$ cat src/rtl/decoder_scan_sequencer_pkg.sv
// decoder_scan_sequencer_pkg: scan FSM state encoding and decoder select width
package decoder_scan_sequencer_pkg;
  localparam int SEL_W = 3;
  typedef enum logic [1:0] {ST_IDLE = 2'd0, ST_BLANK = 2'd1, ST_ACTIVE = 2'd2} state_t;
endpackage

$ cat src/rtl/decoder_scan_sequencer_phase_timer.sv
// scan_phase_timer: 8-bit loadable down-counter; tc flags that the coming cycle ends the phase
module scan_phase_timer (
  input  logic       clk,
  input  logic       rst_n,
  input  logic       load,
  input  logic [7:0] load_val,
  output logic       tc
);
  logic [7:0] count;
  assign tc = load ? (load_val == 8'd1) : (count == 8'd1);
  always_ff @(posedge clk or negedge rst_n)
    if (!rst_n) count <= '0;
    else count <= load ? (load_val == 8'd0 ? 8'd0 : load_val - 8'd1) : (count == 8'd0 ? 8'd0 : count - 8'd1);
endmodule

$ cat src/rtl/decoder_scan_sequencer.sv
// decoder_scan_sequencer: blanked slot scanner driving a 3-to-8 decoder select/enable
module decoder_scan_sequencer
  import decoder_scan_sequencer_pkg::*;
#(
  parameter int unsigned PRESCALE     = 4,
  parameter int unsigned BLANK_CYCLES = 1,
  parameter int unsigned NUM_SLOTS    = 8
) (
  input  logic             clk,
  input  logic             rst_n,
  input  logic             run,
  input  logic             oneshot,
  output logic [SEL_W-1:0] sel,
  output logic             en,
  output logic             slot_done,
  output logic             frame_done,
  output logic             busy
);
  localparam logic [SEL_W-1:0] LAST_SEL = SEL_W'(NUM_SLOTS - 1);
  localparam logic [7:0] PRE = 8'(PRESCALE);
  localparam logic [7:0] BLK = 8'(BLANK_CYCLES);
  localparam state_t FIRST = (BLANK_CYCLES == 0) ? ST_ACTIVE : ST_BLANK;
  state_t state, state_n;
  logic [SEL_W-1:0] sel_n;
  logic [7:0] load_val;
  logic last, tc, load, stop, en_n, slot_n, frame_n, busy_n;
  scan_phase_timer u_timer (
    .clk     (clk),
    .rst_n   (rst_n),
    .load    (load),
    .load_val(load_val),
    .tc      (tc)
  );
  // last marks the final cycle of the current phase; outputs are registered one edge ahead
  always_ff @(posedge clk or negedge rst_n)
    if (!rst_n) begin
      state      <= ST_IDLE;
      sel        <= '0;
      en         <= 1'b0;
      slot_done  <= 1'b0;
      frame_done <= 1'b0;
      busy       <= 1'b0;
      last       <= 1'b0;
    end else begin
      state      <= state_n;
      sel        <= sel_n;
      en         <= en_n;
      slot_done  <= slot_n;
      frame_done <= frame_n;
      busy       <= busy_n;
      last       <= tc;
    end
  always_comb begin
    stop     = !run || (sel == LAST_SEL && oneshot);
    state_n  = state == ST_IDLE ? (run ? FIRST : ST_IDLE) :
               !last ? state :
               state == ST_BLANK ? ST_ACTIVE :
               stop ? ST_IDLE : FIRST;
    sel_n    = state_n == ST_IDLE ? '0 :
               (state == ST_ACTIVE && last) ? (sel == LAST_SEL ? '0 : sel + 1'b1) : sel;
    load     = state == ST_IDLE || last;
    load_val = state_n == ST_ACTIVE ? PRE : BLK;
  end
  always_comb begin
    en_n    = state_n == ST_ACTIVE;
    slot_n  = en_n && tc;
    frame_n = slot_n && sel_n == LAST_SEL;
    busy_n  = state_n != ST_IDLE;
  end
endmodule

$ cat config.mk
export PLATFORM = sky130hd
export DESIGN_NAME = decoder_scan_sequencer
export DESIGN_NICKNAME = d
export VERILOG_FILES = /design/src/rtl/decoder_scan_sequencer_pkg.sv /design/src/rtl/decoder_scan_sequencer_phase_timer.sv /design/src/rtl/decoder_scan_sequencer.sv
export SDC_FILE = /design/constraint.sdc
export NUM_CORES = 1
export LEC_CHECK = 0
export ABC_CLOCK_PERIOD_IN_PS = 2200
export CAP_MARGIN = 20
export CELL_PAD_IN_SITES_DETAIL_PLACEMENT = 1
export CELL_PAD_IN_SITES_GLOBAL_PLACEMENT = 1
export CORE_MARGIN = 10
export CORE_UTILIZATION = 41
export DETAILED_ROUTE_END_ITERATION = 16
export PLACE_DENSITY = 0.73
export SYNTH_ARGS = -nofsm -noshare
export SYNTH_HDL_FRONTEND = slang
export SYNTH_SLANG_ARGS = --single-unit
$ cat constraint.sdc
create_clock -name clk -period 2.2 [get_ports clk]
set_clock_uncertainty 0.1 [all_clocks]
set_input_delay 0.66 -clock clk [delete_from_list [all_inputs] [get_ports clk]]
set_output_delay 0.66 -clock clk [all_outputs]
set_load 0.1 [all_outputs]
==> out/metrics.yaml <==
cts_resized: 0
drt-wirelength-per-cell_um: 17.1
drive_gt1_share_pct: 21.4
rows: 16
crit_arrival_ps: 2140
synthAdderAreaFrac_pct: 6.92
whs_path_depth: 2
synth_top_family_by_area: "simple AND/OR/NAND/NOR gates"
synth_compound_area_share_pct: 13.1
via_per_inst: 5.61
yosys_most_used_dff: "dfrtp_1"
post_cts_buffers: 0
synthMuxAreaShare_pct: 2.21
grtUsageTotal_pct: 10.3
syn_area_um2: 905
clk_latency_ps: 300
synth-simple-area-share_pct: 22.5
antennaDiodeCount: 0
worst_slew_pin_slew_ps: 513
async_flop_share_pct: 100
end_kind: "register"
status: "finished clean"
cts_tree: "done"
synth_top_cell_by_area: "dfrtp_1"
antenna_left: 0
slowest_delay_ps: 550
max-slew-margin-rel_pct: 65.5
period_share_pct: 92.9
crit_required_ps: 2300
startpoint_type: "register"
syn_inst: 83
min_period_ps: 2040
drt-initial-drc-count: 19
fin_setup_tns_ps: 0
grt_max_degree: 13
cpMaxStageDelayCell: "or4b_4"
holdWs_ps: 501
nets: 108
area_delta_synth_final_pct: 29.5
path_common_cell: "ha_1"
yosysSeqAreaShare_pct: 49.8
clk_pin_slew_ps: 110
die_w_um: 67.0
synth_top_area_share_pct: 49.8
holdCritPathClass: "register to register"
syn-num-nets: 92
worst-path-buf-inv: 0
critPathTopFamily: "simple AND/OR/NAND/NOR gates"
synth_xor_area_share_pct: 1.94
dr.pass1.iters: 4
grt_pass1_wl_mm: 3.61
setup_violations: 0
grt_overflow: 0
hold_buffers: 0
antenna_found_initial: 0
portBuffers: 10
fp.dieH_um: 67.0
avgSynthCellArea_um2: 10.9
cp_max_fo: 6
hold_viol_final: 0
yosysWarnings: 0
hpwlAfterDp_mm: 1.62
synth-seq-cells: 18
synth-edff-count: 0
drv_cap: 0
ys_top_cells_by_area: "dfrtp_1, ha_1, inv_1, a21oi_1, o21ai_0"
cts_sinks: 18
grt_pass1_vias: 710
cts_buffers: 3
htree_num_levels: 1
fmax_mhz: 489
core_um2: 2020
vdd_drop_max_mv: 0.288
grt_setup_unrepaired: "no"
ios: 11
gp_congestion: 0.743
pwr_density_cell_nw_per_um2: 520
cts-root-buf: "clkbuf_4"
path_cells: "ha_1 > ha_1 > or4b_4 > a2111oi_2"
routed_wl_mm: 2.13
leakage_nw: 0.592
initial_core_util_pct: 44.7
clk_path_buf_depth: 2
via_count: 701
cp.depth: 4
yosysUniqueCellTypes: 33
drv_slew: 0
path_class: "register to register"
synthMostInstantiatedCell: "dfrtp_1"
route.detailed.drc: 0
reg2regPathDepth: 4
synthTopCellsByCount: "dfrtp_1, inv_1"
die-area_um2: 4480
## logic make-up after synthesis
group / count (synthesis)
adders and majority gates: 5
and+or+nand+nor: 30
buffers and inverters: 8
xor gates and xnor gates: 2
muxes: 2
AOI/OAI and AO/OA: 18
DFF: 18
## metal layers
layer  track usage (%)  wire, µm
met2              17.7      1090
met1              12.3       936
met3              2.17        81
met5                 0         0
met4              3.85        24
## cell type report
class                      instances  area (µm²)
timing repair buffer              12         198
multi-input combinational         57         423
tap                               27        33.8
inverter                           7        26.3
sequential                        18         454
clock buffer                       4        36.3
fill                             225         851
## path summary, 6_finish.rpt
check	end	slack [ps]	startpoint
max in group asynchronous	sel[2]	1040	rst_n
min in group asynchronous	state[1]	550	rst_n
setup / recovery	frame_done	160	sel[0]
hold reg to reg	u_timer.count[5]	500	u_timer.count[5]
setup reg to reg	frame_done	160	sel[0]
hold / removal	u_timer.count[5]	500	u_timer.count[5]
## stage by stage
| step | std cells | cell area [µm²] | worst slack, ps | total power (W) | util [%] |
|---|---|---|---|---|---|
| after floorplan | 83 | 908 | 27.6 | 0.000373 | - |
| after global placement | 121 | 1130 | 256 | 0.000405 | 56.1 |
| after detailed placement | 121 | 1130 | 176 | 0.000408 | 56.1 |
| after CTS | 125 | 1170 | 150 | 0.000615 | 57.9 |
| after global routing | 125 | 1170 | 74.2 | 0.000632 | 57.9 |
| final | 125 | 1170 | 157 | 0.000609 | 57.9 |
## cells in the final DEF (no fill, tap or decap), drive strengths merged, types with 2 or more instances in the layout
| master | Yosys | routed |
|---|---|---|
| dfrtp | 18 | 18 |
| buf | 1 | 9 |
| inv | 7 | 7 |
| o21ai | 5 | 5 |
| nor2 | 5 | 5 |
| a21oi | 5 | 5 |
| ha | 5 | 5 |
| nand2 | 4 | 4 |
| nand3b | 4 | 4 |
| clkbuf | 0 | 4 |
| nor3b | 3 | 3 |
| clkdlybuf4s50 | 0 | 3 |
| or3 | 3 | 3 |
| or4 | 3 | 3 |
| xnor2 | 2 | 2 |
| mux2i | 2 | 2 |
## worst register-to-register path, cell delays in order, from the launching register on
cell       delay [ps]
dfrtp_2           480
ha_1              220
ha_1              230
or4b_4            550
a2111oi_2         360
## registers in the layout, summed over array words and instances, names as in the netlist
name / cells
busy: 1
en: 1
frame_done: 1
last: 1
sel: 3
slot_done: 1
state: 2
u_timer.count: 8
## report_power, final
group	switching, W	internal, W	leakage [nW]
registers	0.00000515	0.000334	0.231
logic	0.0000371	0.0000242	0.340
clock network	0.000108	0.000101	0.0210
No activity file was read; power rests on OpenSTA's default activity.
